**src/rtl/debounce_pkg.sv**
```systemverilog
// Shared constants for the debounce_edge slice: FSM state encodings,
// the edge counter width, and the stability counter operation codes.
package debounce_pkg;

    // Width of the accepted-rising-edge counter.
    localparam int EDGE_CNT_W = 8;

    // FSM state encodings (2-bit).
    localparam logic [1:0] IDLE_LOW  = 2'd0;
    localparam logic [1:0] WAIT_HIGH = 2'd1;
    localparam logic [1:0] IDLE_HIGH = 2'd2;
    localparam logic [1:0] WAIT_LOW  = 2'd3;

    // Operation requested of the stability counter in a given cycle.
    typedef enum logic [1:0] {
        CNT_HOLD  = 2'd0,
        CNT_CLEAR = 2'd1,
        CNT_LOAD1 = 2'd2,
        CNT_INC   = 2'd3
    } cnt_op_t;

    // Next value of the edge counter: a clear wins, but a rise in the same
    // cycle still gets counted so that edge is never lost.
    function automatic logic [EDGE_CNT_W-1:0] edge_cnt_update(
        input logic [EDGE_CNT_W-1:0] cur,
        input logic                  clr,
        input logic                  rise
    );
        logic [EDGE_CNT_W-1:0] res;
        if (clr) begin
            res = rise ? EDGE_CNT_W'(1) : '0;
        end else if (rise) begin
            res = cur + 1'b1;
        end else begin
            res = cur;
        end
        return res;
    endfunction

endpackage

```
**src/rtl/stable_counter.sv**
```systemverilog
// Stability counter: counts consecutive samples of a candidate level.
// Supports clear, load-with-1 and saturating increment; flags when the
// count has reached the acceptance threshold (STABLE_CYCLES-1).
module stable_counter
    import debounce_pkg::*;
#(
    parameter int CNT_W         = 16,
    parameter int STABLE_CYCLES = 4
) (
    input  logic             clk,
    input  logic             rst,
    input  logic             en,
    input  cnt_op_t          op,
    output logic [CNT_W-1:0] cnt,
    output logic             terminal
);

    localparam logic [CNT_W-1:0] TERMINAL_VAL = CNT_W'(STABLE_CYCLES - 1);

    logic [CNT_W-1:0] cnt_reg;

    // Counter register: frozen when sampling is disabled; the increment
    // saturates at the terminal value so it can never wrap.
    always_ff @(posedge clk) begin
        if (rst) begin
            cnt_reg <= '0;
        end else if (en) begin
            case (op)
                CNT_CLEAR: cnt_reg <= '0;
                CNT_LOAD1: cnt_reg <= CNT_W'(1);
                CNT_INC:   if (cnt_reg != TERMINAL_VAL) cnt_reg <= cnt_reg + 1'b1;
                default:   cnt_reg <= cnt_reg;
            endcase
        end
    end

    assign cnt      = cnt_reg;
    assign terminal = (cnt_reg == TERMINAL_VAL);

endmodule

```
**src/rtl/debounce_edge.sv**
```systemverilog
// Debouncer with edge detection: accepts a new level of D only after
// STABLE_CYCLES consecutive equal samples, emits one-cycle rise/fall
// pulses on accepted transitions and counts accepted rising edges.
module debounce_edge
    import debounce_pkg::*;
#(
    parameter int STABLE_CYCLES = 4,
    parameter int CNT_W         = 16
) (
    input  logic                  clk,
    input  logic                  rst,
    input  logic                  D,
    input  logic                  en,
    input  logic                  clr,
    output logic                  Q,
    output logic                  Qbar,
    output logic                  rise,
    output logic                  fall,
    output logic [EDGE_CNT_W-1:0] edge_cnt
);

    logic [1:0]            state_reg, state_next;
    logic                  q_reg, q_next;
    logic                  rise_reg, rise_next;
    logic                  fall_reg, fall_next;
    logic [EDGE_CNT_W-1:0] edge_cnt_reg, edge_cnt_next;

    cnt_op_t               cnt_op;
    logic                  cnt_terminal;
    logic [CNT_W-1:0]      cnt_value;

    stable_counter #(
        .CNT_W         (CNT_W),
        .STABLE_CYCLES (STABLE_CYCLES)
    ) u_stable_counter (
        .clk      (clk),
        .rst      (rst),
        .en       (en),
        .op       (cnt_op),
        .cnt      (cnt_value),
        .terminal (cnt_terminal)
    );

    // FSM next-state and counter control; with en low everything holds
    // and no pulse is generated.
    always_comb begin
        state_next = state_reg;
        q_next     = q_reg;
        rise_next  = 1'b0;
        fall_next  = 1'b0;
        cnt_op     = CNT_HOLD;
        if (en) begin
            case (state_reg)
                IDLE_LOW: begin
                    if (D) begin
                        state_next = WAIT_HIGH;
                        cnt_op     = CNT_LOAD1;
                    end else begin
                        cnt_op = CNT_CLEAR;
                    end
                end
                WAIT_HIGH: begin
                    if (!D) begin
                        state_next = IDLE_LOW;
                        cnt_op     = CNT_CLEAR;
                    end else if (cnt_terminal) begin
                        state_next = IDLE_HIGH;
                        q_next     = 1'b1;
                        rise_next  = 1'b1;
                        cnt_op     = CNT_CLEAR;
                    end else begin
                        cnt_op = CNT_INC;
                    end
                end
                IDLE_HIGH: begin
                    if (!D) begin
                        state_next = WAIT_LOW;
                        cnt_op     = CNT_LOAD1;
                    end else begin
                        cnt_op = CNT_CLEAR;
                    end
                end
                default: begin // WAIT_LOW
                    if (D) begin
                        state_next = IDLE_HIGH;
                        cnt_op     = CNT_CLEAR;
                    end else if (cnt_terminal) begin
                        state_next = IDLE_LOW;
                        q_next     = 1'b0;
                        fall_next  = 1'b1;
                        cnt_op     = CNT_CLEAR;
                    end else begin
                        cnt_op = CNT_INC;
                    end
                end
            endcase
        end
    end

    // Edge counter next value; clr works even while sampling is disabled.
    always_comb begin
        edge_cnt_next = edge_cnt_update(edge_cnt_reg, clr, rise_next);
    end

    // State and output registers; reset overrides enable and clear.
    always_ff @(posedge clk) begin
        if (rst) begin
            state_reg    <= IDLE_LOW;
            q_reg        <= 1'b0;
            rise_reg     <= 1'b0;
            fall_reg     <= 1'b0;
            edge_cnt_reg <= '0;
        end else begin
            state_reg    <= state_next;
            q_reg        <= q_next;
            rise_reg     <= rise_next;
            fall_reg     <= fall_next;
            edge_cnt_reg <= edge_cnt_next;
        end
    end

    assign Q        = q_reg;
    assign Qbar     = ~q_reg;
    assign rise     = rise_reg;
    assign fall     = fall_reg;
    assign edge_cnt = edge_cnt_reg;

    // The raw count is only needed by the terminal compare inside the
    // counter; keep it observable without driving any output.
    logic cnt_unused;
    assign cnt_unused = ^cnt_value;

endmodule

```
**config.mk**
```make
export PLATFORM = sky130hd
export DESIGN_NAME = debounce_edge
export DESIGN_NICKNAME = d
export VERILOG_FILES = /design/src/rtl/debounce_pkg.sv /design/src/rtl/stable_counter.sv /design/src/rtl/debounce_edge.sv
export SDC_FILE = /design/constraint.sdc
export NUM_CORES = 1
export LEC_CHECK = 0
export ABC_AREA = 0
export ABC_CLOCK_PERIOD_IN_PS = 6000
export CAP_MARGIN = 40
export CORE_MARGIN = 10
export CORE_UTILIZATION = 59
export DETAILED_ROUTE_END_ITERATION = 10
export PLACE_DENSITY = 0.91
export REMOVE_ABC_BUFFERS = 1
export SYNTH_ARGS = -nofsm -noshare
export SYNTH_HDL_FRONTEND = slang
export SYNTH_HIERARCHICAL = 1
export SYNTH_SLANG_ARGS = --single-unit
```
**constraint.sdc**
```tcl
create_clock -name clk -period 6 [get_ports clk]
set_input_delay 1.8 -clock clk [delete_from_list [all_inputs] [get_ports clk]]
set_output_delay 1.8 -clock clk [all_outputs]
set_load 0.005 [all_outputs]
```
; ---- Word level (Yosys, flattened, before mapping)
; Index checks and enable logic that the tools add are counted.
[word_totals]
in_bits = 5
reg_bits = 29
output_inout_bits = 12
[classes]
n_mux = 28
n_addsub = 2
n_bitwise = 3
eq_ne = 13
reduce_logical = 9
[ops]
columns = op, count
row1 = one-hot mux 16 bit (3 select lines), 1
row2 = 2-to-1 mux 2 bit, 12
row3 = adder 16 x 1 -> 16 bit (second input constant), 1
row4 = == test 16 x 2 -> 1 bit (second input constant), 1
row5 = 2-to-1 mux 16 bit, 1
row6 = 2-to-1 mux 8 bit, 2
row7 = != test 16 x 2 -> 1 bit (second input constant), 1
row8 = one-hot mux 2 bit (3 select lines), 2
row9 = AND reduction 5 bit, 2
row10 = 2-to-1 mux 1 bit, 9
row11 = adder 8 x 1 -> 8 bit (second input constant), 1
row12 = == test 2 bit (second input constant), 3
row13 = != test 2 bit (second input constant), 3
row14 = OR reduction 6 bit, 1
row15 = == test 2 x 1 -> 1 bit (second input constant), 2
row16 = != test 2 x 1 -> 1 bit (second input constant), 2
row17 = nonzero test 4 bit, 1
row18 = != test 3 bit (second input constant), 1
row19 = NOT 1 bit, 3
row20 = AND reduction 3 bit, 1
row21 = nonzero test 3 bit, 1
row22 = zero test 2 bit, 1
row23 = one-hot mux 1 bit (2 select lines), 1
row24 = nonzero test 2 bit, 1
row25 = OR reduction 2 bit, 1

; ---- Logic depth before layout (Yosys ltp)
; Gate-level depths: netlist of the first run.
[depth]
word_depth = 8
ltp_mapped = 12
mapped_depth_nobuf = 11

; ---- Hierarchy
; Netlist of the first run, hierarchy kept.
[by_module_without_submodules]
columns = mod, area_each_um2, cells_each, instances, seq_area_each_um2
row1 = stable_counter, 953.4, 116, 1, 320.3
row2 = debounce_edge, 754.5, 87, 1, 260.2

; ---- Least setup slack after synthesis of the first run
; OpenSTA, ideal clock, no wires.
[synth_timing]
kind = input -> register
startpoint = input port D
endpoint = register u_stable_counter.cnt_reg[15], in the netlist u_stable_counter/cnt[15]
cell_stages = 8
slack_ns = 2.512
setup_time_ns = 0.074
required_ns = 5.926
path_buffers = 2
t_arrival_ns = 3.414
cell_sequence = buf_4 nor2_1 a311oi_1 o21a_1 clkbuf_1 nand3_1 or4_1 a31oi_1
[synth_between]
elab_chain_cells = 6
elab_cells_between_ends = 13
cone_classes = eq/ne: 4 / mux: 7 / reduce/logical: 2
[synth_rtl]
columns = element, line_no
row1 = from (decl), debounce_edge.sv:12  ; input logic D,
row2 = 2-to-1 mux 2 bit (on tied branches), n/a
row3 = one-hot mux 2 bit (3 select lines) (*), debounce_edge.sv:53  ; case (state_reg)
row4 = 2-to-1 mux 2 bit (*), debounce_edge.sv:52  ; if (en) begin
row5 = via cnt_op[1], debounce_edge.sv:28  ; cnt_op_t cnt_op;
row6 = == test 2 bit or == test 2 x 1 -> 1 bit (tied branches), stable_counter.sv:28  ; case (op)
row7 = != test 2 x 1 -> 1 bit (no source line) or nonzero test 3 bit (tied branches), n/a
row8 = AND reduction 3 bit (no source line), n/a
row9 = to (signal assigned), stable_counter.sv:31  ; CNT_INC: if (cnt_reg != TERMINAL_VAL) cnt_reg <= cnt_reg + 1'b1;
row10 = to (signal assigned), stable_counter.sv:32  ; default: cnt_reg <= cnt_reg;
row11 = to (decl), stable_counter.sv:20  ; logic [CNT_W-1:0] cnt_reg;
; The timed path passes the listed nets; every way through them passes the cells marked *.
; A chain may end at the register's enable or synchronous reset.

; ---- Worst setup path after layout of the first run
[layout_timing]
startpoint = input port D
endpoint = register u_stable_counter.cnt_reg[6], in the netlist u_stable_counter/cnt[6]
; The elaborated chain is that of the path after synthesis.

==> impl_results.html, run 1 <==
<table>
<tr><th>Metric</th><th>Value</th></tr>
<tr><th colspan="2">Finish</th></tr>
<tr><td>Max reg flops</td><td>16</td></tr>
<tr><td>Area growth from synthesis to layout</td><td>12.8%</td></tr>
<tr><td>Design area</td><td>1930 um^2</td></tr>
<tr><td>Commonest non-fill, non-tap cell in the layout</td><td>sky130_fd_sc_hd__dfxtp_1</td></tr>
<tr><td>Commonest cells after routing, fill and taps aside</td><td>sky130_fd_sc_hd__dfxtp_1 (29), sky130_fd_sc_hd__clkdlybuf4s50_1 (16), sky130_fd_sc_hd__nand2_1 (14), sky130_fd_sc_hd__nand3_1 (14), sky130_fd_sc_hd__a21oi_1 (13)</td></tr>
<tr><td>Fraction of final layout cells sized beyond drive strength 1</td><td>9.59%</td></tr>
<tr><td>Antenna diode count</td><td>0</td></tr>
<tr><td>NumNets Final</td><td>230</td></tr>
<tr><th colspan="2">Floorplan</th></tr>
<tr><td>Effective utilization at floorplan</td><td>61.9%</td></tr>
<tr><td>Horizontal die dimension</td><td>73.8 um</td></tr>
<tr><td>Io pins</td><td>17</td></tr>
<tr><td>Die area</td><td>5450 um^2</td></tr>
<tr><td>Core Footprint</td><td>2760 um^2</td></tr>
<tr><td>Site Rows</td><td>19</td></tr>
<tr><td>Die height</td><td>73.8 um</td></tr>
<tr><th colspan="2">Clocking</th></tr>
<tr><td>Number of buffers inserted for hold repair after clock tree synthesis</td><td>0</td></tr>
<tr><td>Resized cells post-CTS</td><td>0</td></tr>
<tr><td>Insertion delay to the later sink of the worst-skew pair</td><td>0.33 ns</td></tr>
<tr><td>Number of sinks driven by the clock tree</td><td>29</td></tr>
<tr><td>Clk root buf</td><td>sky130_fd_sc_hd__clkbuf_4</td></tr>
<tr><td>Worst-path clk slew</td><td>0.09 ns</td></tr>
<tr><td>Number of levels in the clock H-tree</td><td>2</td></tr>
<tr><td>Total CTS buffers</td><td>5</td></tr>
<tr><td>Post-CTS setup buffer count</td><td>0</td></tr>
<tr><td>Clock tree from TritonCTS</td><td>built</td></tr>
<tr><td>CTS max path bufs</td><td>2</td></tr>
<tr><th colspan="2">Synthesis</th></tr>
<tr><td>Ys Warns</td><td>6</td></tr>
<tr><td>Count of flip-flops with a built-in enable after synthesis</td><td>0</td></tr>
<tr><td>Count of distinct cell types in the synthesized netlist</td><td>50</td></tr>
<tr><td>Most frequently used flop master after synthesis</td><td>sky130_fd_sc_hd__dfxtp_1</td></tr>
<tr><td>Number of flip-flops and latches in the synthesized netlist</td><td>29</td></tr>
<tr><td>Mean instance size in the synthesized netlist</td><td>8.41 um^2</td></tr>
<tr><td>Sequential share of the synthesized area</td><td>34.0%</td></tr>
<tr><td>Proportion of synthesized flip-flops having asynchronous set or reset</td><td>0%</td></tr>
<tr><td>Gate count after technology mapping</td><td>203</td></tr>
<tr><td>Post-synthesis instance area</td><td>1710 um^2</td></tr>
<tr><th colspan="2">Detailed routing</th></tr>
<tr><td>Number of detailed-route iterations in the first pass</td><td>5</td></tr>
<tr><td>Detailed Route Iter0 Violations</td><td>233</td></tr>
<tr><td>Post-detailed-route DRC marker count</td><td>0</td></tr>
<tr><td>Routed vias/inst</td><td>6.86</td></tr>
<tr><td>Antenna Violating Nets Remaining</td><td>0</td></tr>
<tr><td>Vias</td><td>1716</td></tr>
<tr><td>Average routed wire per standard cell</td><td>17.2 um</td></tr>
<tr><td>Sum of routed wire length over all layers</td><td>4300 um</td></tr>
<tr><th colspan="2">Setup path</th></tr>
<tr><td>Reg2reg end</td><td>u_stable_counter/cnt[6]$_SDFFE_PP0P_</td></tr>
<tr><td>Critical path peak fanout</td><td>10</td></tr>
<tr><td>Arrival time at the worst endpoint</td><td>4.29 ns</td></tr>
<tr><td>Class of the most critical setup path</td><td>in2reg</td></tr>
<tr><td>Critical Path Most Common Cell</td><td>sky130_fd_sc_hd__nor2_1</td></tr>
<tr><td>Cell depth of the worst flop-to-flop path</td><td>11</td></tr>
<tr><td>Startpoint of the worst-slack reg-to-reg timing path</td><td>u_stable_counter/cnt[0]$_SDFFE_PP0P_</td></tr>
<tr><td>Number of buffer and inverter instances along the worst setup path</td><td>1</td></tr>
<tr><td>Setup crit start kind</td><td>input pin</td></tr>
<tr><td>Slowest library cell on the worst path</td><td>sky130_fd_sc_hd__clkdlybuf4s50_1</td></tr>
<tr><td>Maximum single-stage delay on the critical path</td><td>0.68 ns</td></tr>
<tr><td>Nature of the critical path endpoint</td><td>flop</td></tr>
<tr><td>Family of cells with the greatest summed delay on the critical path</td><td>compound AO/OA/AOI/OAI gates</td></tr>
<tr><td>Required arrival time at the worst endpoint</td><td>6.22 ns</td></tr>
<tr><td>Cell Chain, Critical Path</td><td>clkdlybuf4s50_1, nor2_1, a311oi_1, o21a_1, nand2_1, nor2_1, nand3_1, o41ai_1</td></tr>
<tr><td>Worst R2R Setup Slack</td><td>2.90 ns</td></tr>
<tr><th colspan="2">Global routing</th></tr>
<tr><td>Number of antenna violations at the first check in global routing</td><td>0</td></tr>
<tr><td>GRT Util Overall</td><td>15.8%</td></tr>
<tr><td>Vias in the first global route</td><td>1547</td></tr>
<tr><td>Met3 track demand over resource in global routing</td><td>4.71%</td></tr>
<tr><td>Maximum number of pins on one net before global-route repair</td><td>33</td></tr>
<tr><td>Global-route met2 utilization</td><td>25.3%</td></tr>
<tr><td>Met1 GRT Util</td><td>18.8%</td></tr>
<tr><td>Remaining Overflow, GRT</td><td>0</td></tr>
<tr><td>Most crowded layer after global routing</td><td>met2</td></tr>
<tr><td>Wire length of the first global-routing pass</td><td>7020 um</td></tr>
<tr><th colspan="2">STA</th></tr>
<tr><td>Slew headroom</td><td>65.1%</td></tr>
<tr><td>Final Hold Violating Endpoints</td><td>0</td></tr>
<tr><td>Unrepaired setup endpoints after global routing</td><td>false</td></tr>
<tr><td>Highest clock frequency the design can meet</td><td>0.246 GHz</td></tr>
<tr><td>Max-slew violation count</td><td>0</td></tr>
<tr><td>Measured slew at the worst slew-check pin</td><td>0.517 ns</td></tr>
<tr><td>Share of the clock period used by the worst path</td><td>67.8%</td></tr>
<tr><td>Final setup fails</td><td>0</td></tr>
<tr><td>Final critical-path required period</td><td>4.07 ns</td></tr>
<tr><td>Setup tns final</td><td>0 ns</td></tr>
<tr><td>Clock tree skew after final layout</td><td>0.00338 ns</td></tr>
<tr><th colspan="2">Place</th></tr>
<tr><td>Cell area after placement</td><td>1870 um^2</td></tr>
<tr><td>Routability congestion estimate from global placement</td><td>1.01</td></tr>
<tr><td>Half-perimeter wire length after detailed placement</td><td>3030 um</td></tr>
<tr><td>Port buffer count</td><td>16</td></tr>
<tr><th colspan="2">Power and ir drop</th></tr>
<tr><td>IR Drop Worst-Case VDD</td><td>0.000135 V</td></tr>
<tr><td>Total power density per cell area</td><td>182 nW/um^2</td></tr>
<tr><td>Leakage power figure</td><td>0.628 nW</td></tr>
<tr><th colspan="2">Min path</th></tr>
<tr><td>Hold-critical path depth</td><td>2</td></tr>
<tr><td>Hold Path Origin</td><td>edge_cnt[6]$_SDFFE_PP0P_</td></tr>
<tr><td>Hold WC Path Type</td><td>reg2reg</td></tr>
<tr><td>Terminating pin of the worst hold path</td><td>edge_cnt[6]$_SDFFE_PP0P_</td></tr>
<tr><th colspan="2">Outcome</th></tr>
<tr><td>Status</td><td>completed</td></tr>
<tr><th colspan="2">Flow run</th></tr>
<tr><td>Number of max-capacitance violations reported</td><td>0</td></tr>
</table>
## layer usage
layer	vias up	wire length (um)
met2	96	2080
met3	10	351
li1	828	-
met5	-	0
met4	0	78
met1	782	1800
## worst reg2reg max path: cells and delay by family (launching register included)
family                     cells  cell delay (ns)
and+or+nand+nor                6             1.28
DFF                            1             0.39
adders and majority gates      1             0.29
buffers and inverters          1             0.13
AOI/OAI and AO/OA              3             0.91
## cell usage after synthesis, drive strengths merged (4+ instances only)
cell | number | area (um^2)
nand4 | 6 | 50.0
nor2 | 8 | 30.0
dfxtp | 29 | 581
a21oi | 13 | 65.1
buf | 4 | 28.8
nand3 | 14 | 70.1
nor3 | 4 | 20.0
o211ai | 4 | 30.0
o21ai | 9 | 45.0
nor4 | 5 | 31.3
clkbuf | 5 | 18.8
ha | 6 | 75.1
o41ai | 5 | 43.8
and3 | 5 | 32.5
inv | 10 | 37.5
nand2 | 15 | 58.8
a311oi | 4 | 47.6
nand2b | 6 | 37.5
or3 | 7 | 43.8
## kinds of logic (layout without fill, tap and decap cells)
logic type | after synthesis | count (layout) | synth area share, %
AO/OA/AOI/OAI | 56 | 56 | 23.4
XOR/XNOR | 1 | 1 | 0.513
adder cells (fa/ha/maj) | 6 | 6 | 4.40
buffers and inverters | 19 | 35 | 4.98
flip-flops | 29 | 29 | 34.0
multiplexers | 4 | 4 | 2.49
AND/OR/NAND/NOR | 88 | 88 | 30.3
## through the flow
step / util [%] / instances / hold slack (ns) / setup slack, ns / total power [mW]
after floorplan: - / 194 / 0.456 / 2.62 / 0.217
after CTS: 69.9 / 250 / 0.513 / 2.06 / 0.349
after global placement: 67.7 / 242 / 0.472 / 1.64 / 0.229
after global routing: 69.9 / 250 / 0.551 / 1.79 / 0.362
final: 69.9 / 250 / 0.510 / 1.93 / 0.350
after detailed placement: 67.9 / 243 / 0.495 / 1.75 / 0.231
## where the power goes
part | switching (mW) | internal, mW
Combinational | 0.0208 | 0.0114
Clock | 0.0670 | 0.0552
Sequential | 0.00194 | 0.193
## how the worst max path moves through the flow
| stage | endpoint | cells after the start | from | slack [ns] |
|---|---|---|---|---|
| after global placement | u_stable_counter/cnt[11]$_SDFFE_PP0P_ | 7 | D | 1.64 |
| after global routing | u_stable_counter/cnt[6]$_SDFFE_PP0P_ | 8 | D | 1.79 |
| after CTS | u_stable_counter/cnt[6]$_SDFFE_PP0P_ | 8 | D | 2.06 |
| after floorplan | u_stable_counter/cnt[11]$_SDFFE_PP0P_ | 6 | D | 2.62 |
| after detailed placement | u_stable_counter/cnt[3]$_SDFFE_PP0P_ | 9 | D | 1.75 |
| final | u_stable_counter/cnt[6]$_SDFFE_PP0P_ | 8 | D | 1.93 |
## final cells by class
type,instances,area (um^2)
clock buffer,7,55.1
fill,197,831
tap,31,38.8
multi-input combinational,155,1040
sequential,29,581
timing repair buffer,18,173
inverter,10,37.5
Note: power is estimated with default switching activity, not from simulation.
==> inputs of run 2 (changes only) <==
Settings changed: ABC_CLOCK_PERIOD_IN_PS 6000 to 3870, CORE_UTILIZATION 59 to 56, PLACE_DENSITY 0.91 to 0.88.
Clock period 6 ns to 3.87 ns, I/O delays scaled along.
==> impl_results.html, run 2 (synthesized netlist as in run 1, its figures left out) <==
<table>
<tr><th>Metric</th><th>Value</th></tr>
<tr><th colspan="2">Detailed routing</th></tr>
<tr><td>Number of detailed-route iterations in the first pass</td><td>5 (unchanged)</td></tr>
<tr><td>Average routed wire per standard cell</td><td>17.5 um (was 17.2 um)</td></tr>
<tr><td>Antenna Violating Nets Remaining</td><td>0 (unchanged)</td></tr>
<tr><td>Sum of routed wire length over all layers</td><td>4420 um (was 4300 um)</td></tr>
<tr><td>Vias</td><td>1758 (was 1716)</td></tr>
<tr><td>Routed vias/inst</td><td>6.98 (was 6.86)</td></tr>
<tr><td>Post-detailed-route DRC marker count</td><td>0 (unchanged)</td></tr>
<tr><td>Detailed Route Iter0 Violations</td><td>160 (was 233)</td></tr>
<tr><th colspan="2">STA</th></tr>
<tr><td>Unrepaired setup endpoints after global routing</td><td>false (unchanged)</td></tr>
<tr><td>Final critical-path required period</td><td>3.39 ns</td></tr>
<tr><td>Highest clock frequency the design can meet</td><td>0.295 GHz</td></tr>
<tr><td>Final setup fails</td><td>0 (unchanged)</td></tr>
<tr><td>Share of the clock period used by the worst path</td><td>87.5%</td></tr>
<tr><td>Max-slew violation count</td><td>0 (unchanged)</td></tr>
<tr><td>Final Worst Setup Slack</td><td>0.485 ns (was 1.93 ns)</td></tr>
<tr><td>Measured slew at the worst slew-check pin</td><td>0.395 ns (was 0.517 ns)</td></tr>
<tr><td>Final Hold Violating Endpoints</td><td>0 (unchanged)</td></tr>
<tr><td>Setup tns final</td><td>0 ns (unchanged)</td></tr>
<tr><td>Clock tree skew after final layout</td><td>0.00904 ns (was 0.00338 ns)</td></tr>
<tr><td>Slew headroom</td><td>73.6% (was 65.1%)</td></tr>
<tr><th colspan="2">Global routing</th></tr>
<tr><td>Wire length of the first global-routing pass</td><td>7160 um (was 7020 um)</td></tr>
<tr><td>Maximum number of pins on one net before global-route repair</td><td>33 (unchanged)</td></tr>
<tr><td>Number of antenna violations at the first check in global routing</td><td>0 (unchanged)</td></tr>
<tr><td>Vias in the first global route</td><td>1631 (was 1547)</td></tr>
<tr><td>GRT Util Overall</td><td>16.1% (was 15.8%)</td></tr>
<tr><td>Remaining Overflow, GRT</td><td>0 (unchanged)</td></tr>
<tr><th colspan="2">Clocking</th></tr>
<tr><td>CTS max path bufs</td><td>2 (unchanged)</td></tr>
<tr><td>Total CTS buffers</td><td>5 (unchanged)</td></tr>
<tr><td>Number of levels in the clock H-tree</td><td>2 (unchanged)</td></tr>
<tr><td>Worst-path clk slew</td><td>0.09 ns (about the same)</td></tr>
<tr><td>Clk root buf</td><td>sky130_fd_sc_hd__clkbuf_4 (unchanged)</td></tr>
<tr><td>Clock tree from TritonCTS</td><td>built (unchanged)</td></tr>
<tr><td>Resized cells post-CTS</td><td>0 (unchanged)</td></tr>
<tr><td>Insertion delay to the later sink of the worst-skew pair</td><td>0.33 ns (about the same)</td></tr>
<tr><td>Number of buffers inserted for hold repair after clock tree synthesis</td><td>0 (unchanged)</td></tr>
<tr><td>Post-CTS setup buffer count</td><td>0 (unchanged)</td></tr>
<tr><td>Number of sinks driven by the clock tree</td><td>29 (unchanged)</td></tr>
<tr><th colspan="2">Floorplan</th></tr>
<tr><td>Die area</td><td>5660 um^2 (was 5450 um^2)</td></tr>
<tr><td>Site Rows</td><td>19 (unchanged)</td></tr>
<tr><td>Io pins</td><td>17 (unchanged)</td></tr>
<tr><td>Die height</td><td>75.2 um (was 73.8 um)</td></tr>
<tr><td>Horizontal die dimension</td><td>75.2 um (was 73.8 um)</td></tr>
<tr><td>Core Footprint</td><td>2830 um^2 (was 2760 um^2)</td></tr>
<tr><td>Effective utilization at floorplan</td><td>60.4% (was 61.9%)</td></tr>
<tr><th colspan="2">Power and ir drop</th></tr>
<tr><td>IR Drop Worst-Case VDD</td><td>0.000205 V (was 0.000135 V)</td></tr>
<tr><td>Leakage power figure</td><td>0.644 nW (was 0.628 nW)</td></tr>
<tr><td>Total power density per cell area</td><td>293 nW/um^2 (was 182 nW/um^2)</td></tr>
<tr><th colspan="2">Setup path</th></tr>
<tr><td>Arrival time at the worst endpoint</td><td>3.64 ns (was 4.29 ns)</td></tr>
<tr><td>Critical path peak fanout</td><td>10 (unchanged)</td></tr>
<tr><td>Setup crit start kind</td><td>input pin (unchanged)</td></tr>
<tr><td>Reg2reg end</td><td>u_stable_counter/cnt[13]$_SDFFE_PP0P_ (was u_stable_counter/cnt[6]$_SDFFE_PP0P_)</td></tr>
<tr><td>Critical Path End</td><td>u_stable_counter/cnt[13]$_SDFFE_PP0P_ (was u_stable_counter/cnt[6]$_SDFFE_PP0P_)</td></tr>
<tr><td>Required arrival time at the worst endpoint</td><td>4.12 ns (was 6.22 ns)</td></tr>
<tr><td>Cell depth of the worst flop-to-flop path</td><td>10 (was 11)</td></tr>
<tr><td>Timing startpoint of the critical path</td><td>D (unchanged)</td></tr>
<tr><td>Worst R2R Setup Slack</td><td>0.76 ns (was 2.90 ns)</td></tr>
<tr><td>Class of the most critical setup path</td><td>in2reg (unchanged)</td></tr>
<tr><td>Startpoint of the worst-slack reg-to-reg timing path</td><td>u_stable_counter/cnt[0]$_SDFFE_PP0P_ (unchanged)</td></tr>
<tr><td>Nature of the critical path endpoint</td><td>flop (unchanged)</td></tr>
<tr><th colspan="2">Finish</th></tr>
<tr><td>Antenna diode count</td><td>0 (unchanged)</td></tr>
<tr><td>Max reg flops</td><td>16 (unchanged)</td></tr>
<tr><td>Fraction of final layout cells sized beyond drive strength 1</td><td>10.9% (was 9.59%)</td></tr>
<tr><td>Commonest cells after routing, fill and taps aside</td><td>sky130_fd_sc_hd__dfxtp_1 (29), sky130_fd_sc_hd__clkdlybuf4s50_1 (16), sky130_fd_sc_hd__nand2_1 (14), sky130_fd_sc_hd__nand3_1 (14), sky130_fd_sc_hd__a21oi_1 (13) (unchanged)</td></tr>
<tr><td>NumNets Final</td><td>231 (was 230)</td></tr>
<tr><td>Area growth from synthesis to layout</td><td>14.3% (was 12.8%)</td></tr>
<tr><td>Commonest non-fill, non-tap cell in the layout</td><td>sky130_fd_sc_hd__dfxtp_1 (unchanged)</td></tr>
<tr><th colspan="2">Min path</th></tr>
<tr><td>Hold WC Path Type</td><td>reg2reg (unchanged)</td></tr>
<tr><td>Hold Path Origin</td><td>Q$_SDFFE_PP0P_ (was edge_cnt[6]$_SDFFE_PP0P_)</td></tr>
<tr><th colspan="2">Place</th></tr>
<tr><td>Half-perimeter wire length after detailed placement</td><td>3080 um (was 3030 um)</td></tr>
<tr><td>Setup slack after placement</td><td>0.222 ns (was 1.75 ns)</td></tr>
<tr><td>Port buffer count</td><td>16 (unchanged)</td></tr>
<tr><td>Routability congestion estimate from global placement</td><td>0.937 (was 1.01)</td></tr>
<tr><th colspan="2">Outcome</th></tr>
<tr><td>Status</td><td>completed (unchanged)</td></tr>
<tr><th colspan="2">Flow run</th></tr>
<tr><td>Number of max-capacitance violations reported</td><td>0 (unchanged)</td></tr>
</table>
run 2: cell types whose count changed in the layout (fill, tap and decap cells not counted):
cell and delta:
sky130_fd_sc_hd__buf_2 -1, sky130_fd_sc_hd__buf_4 +2, sky130_fd_sc_hd__clkbuf_1 -1, sky130_fd_sc_hd__clkbuf_8 +1
sky130_fd_sc_hd__clkinv_2 +1
run 2: power breakdown:
group | internal (mW) | switching, mW
sequential | 0.300 | 0.00335
clock | 0.105 | 0.111
combinational | 0.0188 | 0.0328
run 2: worst min-delay path by stage:
stage / to / slack (ns) / depth (start not counted)
after global routing: Q$_SDFFE_PP0P_ / 0.53 / 2
after floorplan: u_stable_counter/cnt[15]$_SDFFE_PP0P_ / 0.46 / 2
after global placement: Q$_SDFFE_PP0P_ / 0.48 / 2
after detailed placement: Q$_SDFFE_PP0P_ / 0.49 / 2
after CTS: Q$_SDFFE_PP0P_ / 0.51 / 2
final: Q$_SDFFE_PP0P_ / 0.50 / 2
run 2: metrics by stage:
step	total power [mW]	hold WS, ns	instance area (um^2)	cells	utilization, %
2_1_floorplan	0.337	0.456	1660	194	-
3_3_place_gp	0.357	0.476	1880	244	66.5
3_5_place_dp	0.360	0.493	1880	244	66.5
4_1_cts	0.572	0.506	1950	252	69.0
5_1_grt	0.590	0.533	1950	252	69.0
6_report	0.572	0.502	1950	252	69.0
run 2: area by class of cell:
cell class	instances	area, um^2
multi-input combinational	155	1040
sequential	29	581
inverter	10	37.5
clock inverter	1	5.00
fill	225	877
tap	31	38.8
timing repair buffer	19	183
clock buffer	7	65.1
run 2: per-layer routing:
layer	track usage [%]	vias up	routed length, um	share of wire [%]
met2	26.1	116	2060	47
li1	-	820	-	-
met5	0	-	0	0
met1	18.7	801	1810	41
met4	9.07	0	121	2.7
met3	4.86	21	428	9.7
run 2: worst max-delay path, stage by stage:
cell                              delay, ns
sky130_fd_sc_hd__clkdlybuf4s50_1       0.67
sky130_fd_sc_hd__mux2_2                0.27
sky130_fd_sc_hd__nor3_1                0.06
sky130_fd_sc_hd__nor2_1                0.31
sky130_fd_sc_hd__nand3_1               0.39
sky130_fd_sc_hd__or4_1                 0.61
sky130_fd_sc_hd__a21oi_1               0.18
==> inputs of run 3 (changes only) <==
Settings changed: CORE_UTILIZATION 56 to 59, DONT_BUFFER_PORTS set to 1, PLACE_DENSITY 0.88 to 0.84.
==> impl_results.html, run 3 (synthesized netlist as in run 1, its figures left out) <==
<table>
<tr><th>Metric</th><th>Value</th></tr>
<tr><th colspan="2">Outcome</th></tr>
<tr><td>Status</td><td>completed (unchanged)</td></tr>
<tr><th colspan="2">Floorplan</th></tr>
<tr><td>Core Footprint</td><td>2760 um^2 (was 2830 um^2)</td></tr>
<tr><td>Die height</td><td>73.8 um (was 75.2 um)</td></tr>
<tr><td>Io pins</td><td>17 (unchanged)</td></tr>
<tr><td>Die area</td><td>5450 um^2 (was 5660 um^2)</td></tr>
<tr><td>Site Rows</td><td>19 (unchanged)</td></tr>
<tr><td>Effective utilization at floorplan</td><td>61.9% (was 60.4%)</td></tr>
<tr><td>Horizontal die dimension</td><td>73.8 um (was 75.2 um)</td></tr>
<tr><th colspan="2">Global routing</th></tr>
<tr><td>Number of antenna violations at the first check in global routing</td><td>0 (unchanged)</td></tr>
<tr><td>Vias in the first global route</td><td>1498 (was 1631)</td></tr>
<tr><td>GRT Util Overall</td><td>16.4% (was 16.1%)</td></tr>
<tr><td>Wire length of the first global-routing pass</td><td>7110 um (was 7160 um)</td></tr>
<tr><td>Maximum number of pins on one net before global-route repair</td><td>33 (unchanged)</td></tr>
<tr><td>Remaining Overflow, GRT</td><td>0 (unchanged)</td></tr>
<tr><th colspan="2">Setup path</th></tr>
<tr><td>Slowest library cell on the worst path</td><td>sky130_fd_sc_hd__dfxtp_1 (was sky130_fd_sc_hd__clkdlybuf4s50_1)</td></tr>
<tr><td>Cell Chain, Critical Path</td><td>ha_1, nor4b_1, nand4_1, inv_2, nand2b_1, a311oi_1, o21a_1, nand2_1, nor2_1, nand3_1, o41ai_1 (was clkdlybuf4s50_1, mux2_2, nor3_1, nor2_1, nand3_1, or4_1, a21oi_1)</td></tr>
<tr><td>Maximum single-stage delay on the critical path</td><td>0.39 ns (was 0.67 ns)</td></tr>
<tr><td>Arrival time at the worst endpoint</td><td>3.28 ns (was 3.64 ns)</td></tr>
<tr><td>Critical path peak fanout</td><td>9 (was 10)</td></tr>
<tr><td>Number of buffer and inverter instances along the worst setup path</td><td>1 (unchanged)</td></tr>
<tr><td>Required arrival time at the worst endpoint</td><td>4.09 ns (was 4.12 ns)</td></tr>
<tr><td>Class of the most critical setup path</td><td>reg2reg (was in2reg)</td></tr>
<tr><td>Setup crit start kind</td><td>flop (was input pin)</td></tr>
<tr><td>Family of cells with the greatest summed delay on the critical path</td><td>simple AND/OR/NAND/NOR gates (unchanged)</td></tr>
<tr><td>Nature of the critical path endpoint</td><td>flop (unchanged)</td></tr>
<tr><td>Worst R2R Setup Slack</td><td>0.82 ns (was 0.76 ns)</td></tr>
<tr><th colspan="2">Finish</th></tr>
<tr><td>End-of-flow core utilization</td><td>64.4% (was 69.0%)</td></tr>
<tr><td>Commonest non-fill, non-tap cell in the layout</td><td>sky130_fd_sc_hd__dfxtp_1 (unchanged)</td></tr>
<tr><td>Footprint of the multi-input gates</td><td>1040 um^2 (unchanged)</td></tr>
<tr><td>Fraction of final layout cells sized beyond drive strength 1</td><td>10.8% (was 10.9%)</td></tr>
<tr><td>Antenna diode count</td><td>0 (unchanged)</td></tr>
<tr><td>NumNets Final</td><td>213 (was 231)</td></tr>
<tr><td># fillers</td><td>245 (was 225)</td></tr>
<tr><td>Area growth from synthesis to layout</td><td>4.03% (was 14.3%)</td></tr>
<tr><td>Commonest cells after routing, fill and taps aside</td><td>sky130_fd_sc_hd__dfxtp_1 (29), sky130_fd_sc_hd__nand2_1 (14), sky130_fd_sc_hd__nand3_1 (14) (was sky130_fd_sc_hd__dfxtp_1 (29), sky130_fd_sc_hd__clkdlybuf4s50_1 (16), sky130_fd_sc_hd__nand2_1 (14), sky130_fd_sc_hd__nand3_1 (14), sky130_fd_sc_hd__a21oi_1 (13))</td></tr>
<tr><td>Non-filler cells in the finished layout</td><td>234 (was 252)</td></tr>
<tr><td>Max reg flops</td><td>16 (unchanged)</td></tr>
<tr><td>Flip-flop and latch area</td><td>581 um^2 (unchanged)</td></tr>
<tr><th colspan="2">STA</th></tr>
<tr><td>Max-slew violation count</td><td>0 (unchanged)</td></tr>
<tr><td>Unrepaired setup endpoints after global routing</td><td>false (unchanged)</td></tr>
<tr><td>Clock tree skew after final layout</td><td>0.00799 ns (was 0.00904 ns)</td></tr>
<tr><td>Measured slew at the worst slew-check pin</td><td>0.444 ns (was 0.395 ns)</td></tr>
<tr><td>Final setup fails</td><td>0 (unchanged)</td></tr>
<tr><td>Share of the clock period used by the worst path</td><td>78.9% (was 87.5%)</td></tr>
<tr><td>Final Hold Violating Endpoints</td><td>0 (unchanged)</td></tr>
<tr><td>Setup tns final</td><td>0 ns (unchanged)</td></tr>
<tr><td>Highest clock frequency the design can meet</td><td>0.327 GHz (was 0.295 GHz)</td></tr>
<tr><td>Slew headroom</td><td>70.1% (was 73.6%)</td></tr>
<tr><td>Final critical-path required period</td><td>3.05 ns (was 3.39 ns)</td></tr>
<tr><th colspan="2">Detailed routing</th></tr>
<tr><td>Number of detailed-route iterations in the first pass</td><td>5 (unchanged)</td></tr>
<tr><td>Vias</td><td>1633 (was 1758)</td></tr>
<tr><td>Sum of routed wire length over all layers</td><td>4240 um (was 4420 um)</td></tr>
<tr><td>Detailed Route Iter0 Violations</td><td>167 (was 160)</td></tr>
<tr><td>Routed vias/inst</td><td>6.98 (about the same)</td></tr>
<tr><td>Average routed wire per standard cell</td><td>18.1 um (was 17.5 um)</td></tr>
<tr><td>Antenna Violating Nets Remaining</td><td>0 (unchanged)</td></tr>
<tr><td>Post-detailed-route DRC marker count</td><td>0 (unchanged)</td></tr>
<tr><th colspan="2">Clocking</th></tr>
<tr><td>Number of levels in the clock H-tree</td><td>2 (unchanged)</td></tr>
<tr><td>Number of sinks driven by the clock tree</td><td>29 (unchanged)</td></tr>
<tr><td>Post-CTS setup buffer count</td><td>0 (unchanged)</td></tr>
<tr><td>Clk root buf</td><td>sky130_fd_sc_hd__clkbuf_4 (unchanged)</td></tr>
<tr><td>Insertion delay to the later sink of the worst-skew pair</td><td>0.32 ns (was 0.33 ns)</td></tr>
<tr><td>Clock tree from TritonCTS</td><td>built (unchanged)</td></tr>
<tr><td>Resized cells post-CTS</td><td>0 (unchanged)</td></tr>
<tr><td>Number of buffers inserted for hold repair after clock tree synthesis</td><td>0 (unchanged)</td></tr>
<tr><td>CTS max path bufs</td><td>2 (unchanged)</td></tr>
<tr><td>Total CTS buffers</td><td>5 (unchanged)</td></tr>
<tr><td>Worst-path clk slew</td><td>0.09 ns (about the same)</td></tr>
<tr><th colspan="2">Place</th></tr>
<tr><td>Half-perimeter wire length after detailed placement</td><td>3030 um (was 3080 um)</td></tr>
<tr><td>Routability congestion estimate from global placement</td><td>0.911 (was 0.937)</td></tr>
<tr><td>Port buffer count</td><td>0 (was 16)</td></tr>
<tr><td>Placed Cells incl. Taps</td><td>226 (was 244)</td></tr>
<tr><th colspan="2">Power and ir drop</th></tr>
<tr><td>Final Total Pwr</td><td>0.546 mW (was 0.572 mW)</td></tr>
<tr><td>Leakage power figure</td><td>0.577 nW (was 0.644 nW)</td></tr>
<tr><td>Total power density per cell area</td><td>307 nW/um^2 (was 293 nW/um^2)</td></tr>
<tr><td>IR Drop Worst-Case VDD</td><td>0.000268 V (was 0.000205 V)</td></tr>
<tr><th colspan="2">Flow run</th></tr>
<tr><td>Number of max-capacitance violations reported</td><td>0 (unchanged)</td></tr>
<tr><th colspan="2">Min path</th></tr>
<tr><td>Hold WC Path Type</td><td>reg2reg (unchanged)</td></tr>
</table>
-- run 3: layout make-up --
| class | instances | area share, % |
|---|---|---|
| clock buffers | 7 | 3.66 |
| flip-flops and latches | 29 | 32.7 |
| multi-input cells | 155 | 58.7 |
| repair buffers | 1 | 0.423 |
| well taps | 31 | 2.18 |
| inverters | 10 | 2.11 |
| clock inverters | 1 | 0.282 |
-- run 3: per-stage QoR --
step	area (um^2)	hold slack [ns]	setup WS [ns]
final	1780	0.517	0.815
after floorplan	1660	0.456	1.13
after CTS	1780	0.512	0.945
after global placement	1710	0.476	1.02
after global routing	1780	0.537	0.600
after detailed placement	1710	0.488	0.927
-- run 3: routing by layer --
layer | track usage (%) | share of wire (%) | up-vias
met1 | 20.1 | 40 | 742
li1 | - | - | 788
met4 | 8.07 | 2.4 | 0
met2 | 25.1 | 47 | 89
met5 | 0 | 0 | -
met3 | 5.11 | 10 | 14
-- run 3: final timing paths --
| check | endpoint | depth (start not counted) | from |
|---|---|---|---|
| hold / removal | u_stable_counter/cnt[15]$_SDFFE_PP0P_ | 2 | u_stable_counter/cnt[15]$_SDFFE_PP0P_ |
| hold reg to reg | u_stable_counter/cnt[15]$_SDFFE_PP0P_ | 2 | u_stable_counter/cnt[15]$_SDFFE_PP0P_ |
| setup / recovery | u_stable_counter/cnt[6]$_SDFFE_PP0P_ | 11 | u_stable_counter/cnt[0]$_SDFFE_PP0P_ |
| setup reg to reg | u_stable_counter/cnt[6]$_SDFFE_PP0P_ | 11 | u_stable_counter/cnt[0]$_SDFFE_PP0P_ |
-- run 3: worst min-delay path: cells and delay by family (launching register included) --
| kind | cells | cell delay [ns] |
|---|---|---|
| AO/OA/AOI/OAI | 1 | 0.06 |
| flip-flops | 1 | 0.35 |
| AND/OR/NAND/NOR | 1 | 0.07 |
-- run 3: where the power goes --
group / total (mW) / switching, mW / internal, mW
clock network: 0.205 / 0.100 / 0.105
logic: 0.0382 / 0.0239 / 0.0142
registers: 0.303 / 0.00290 / 0.300
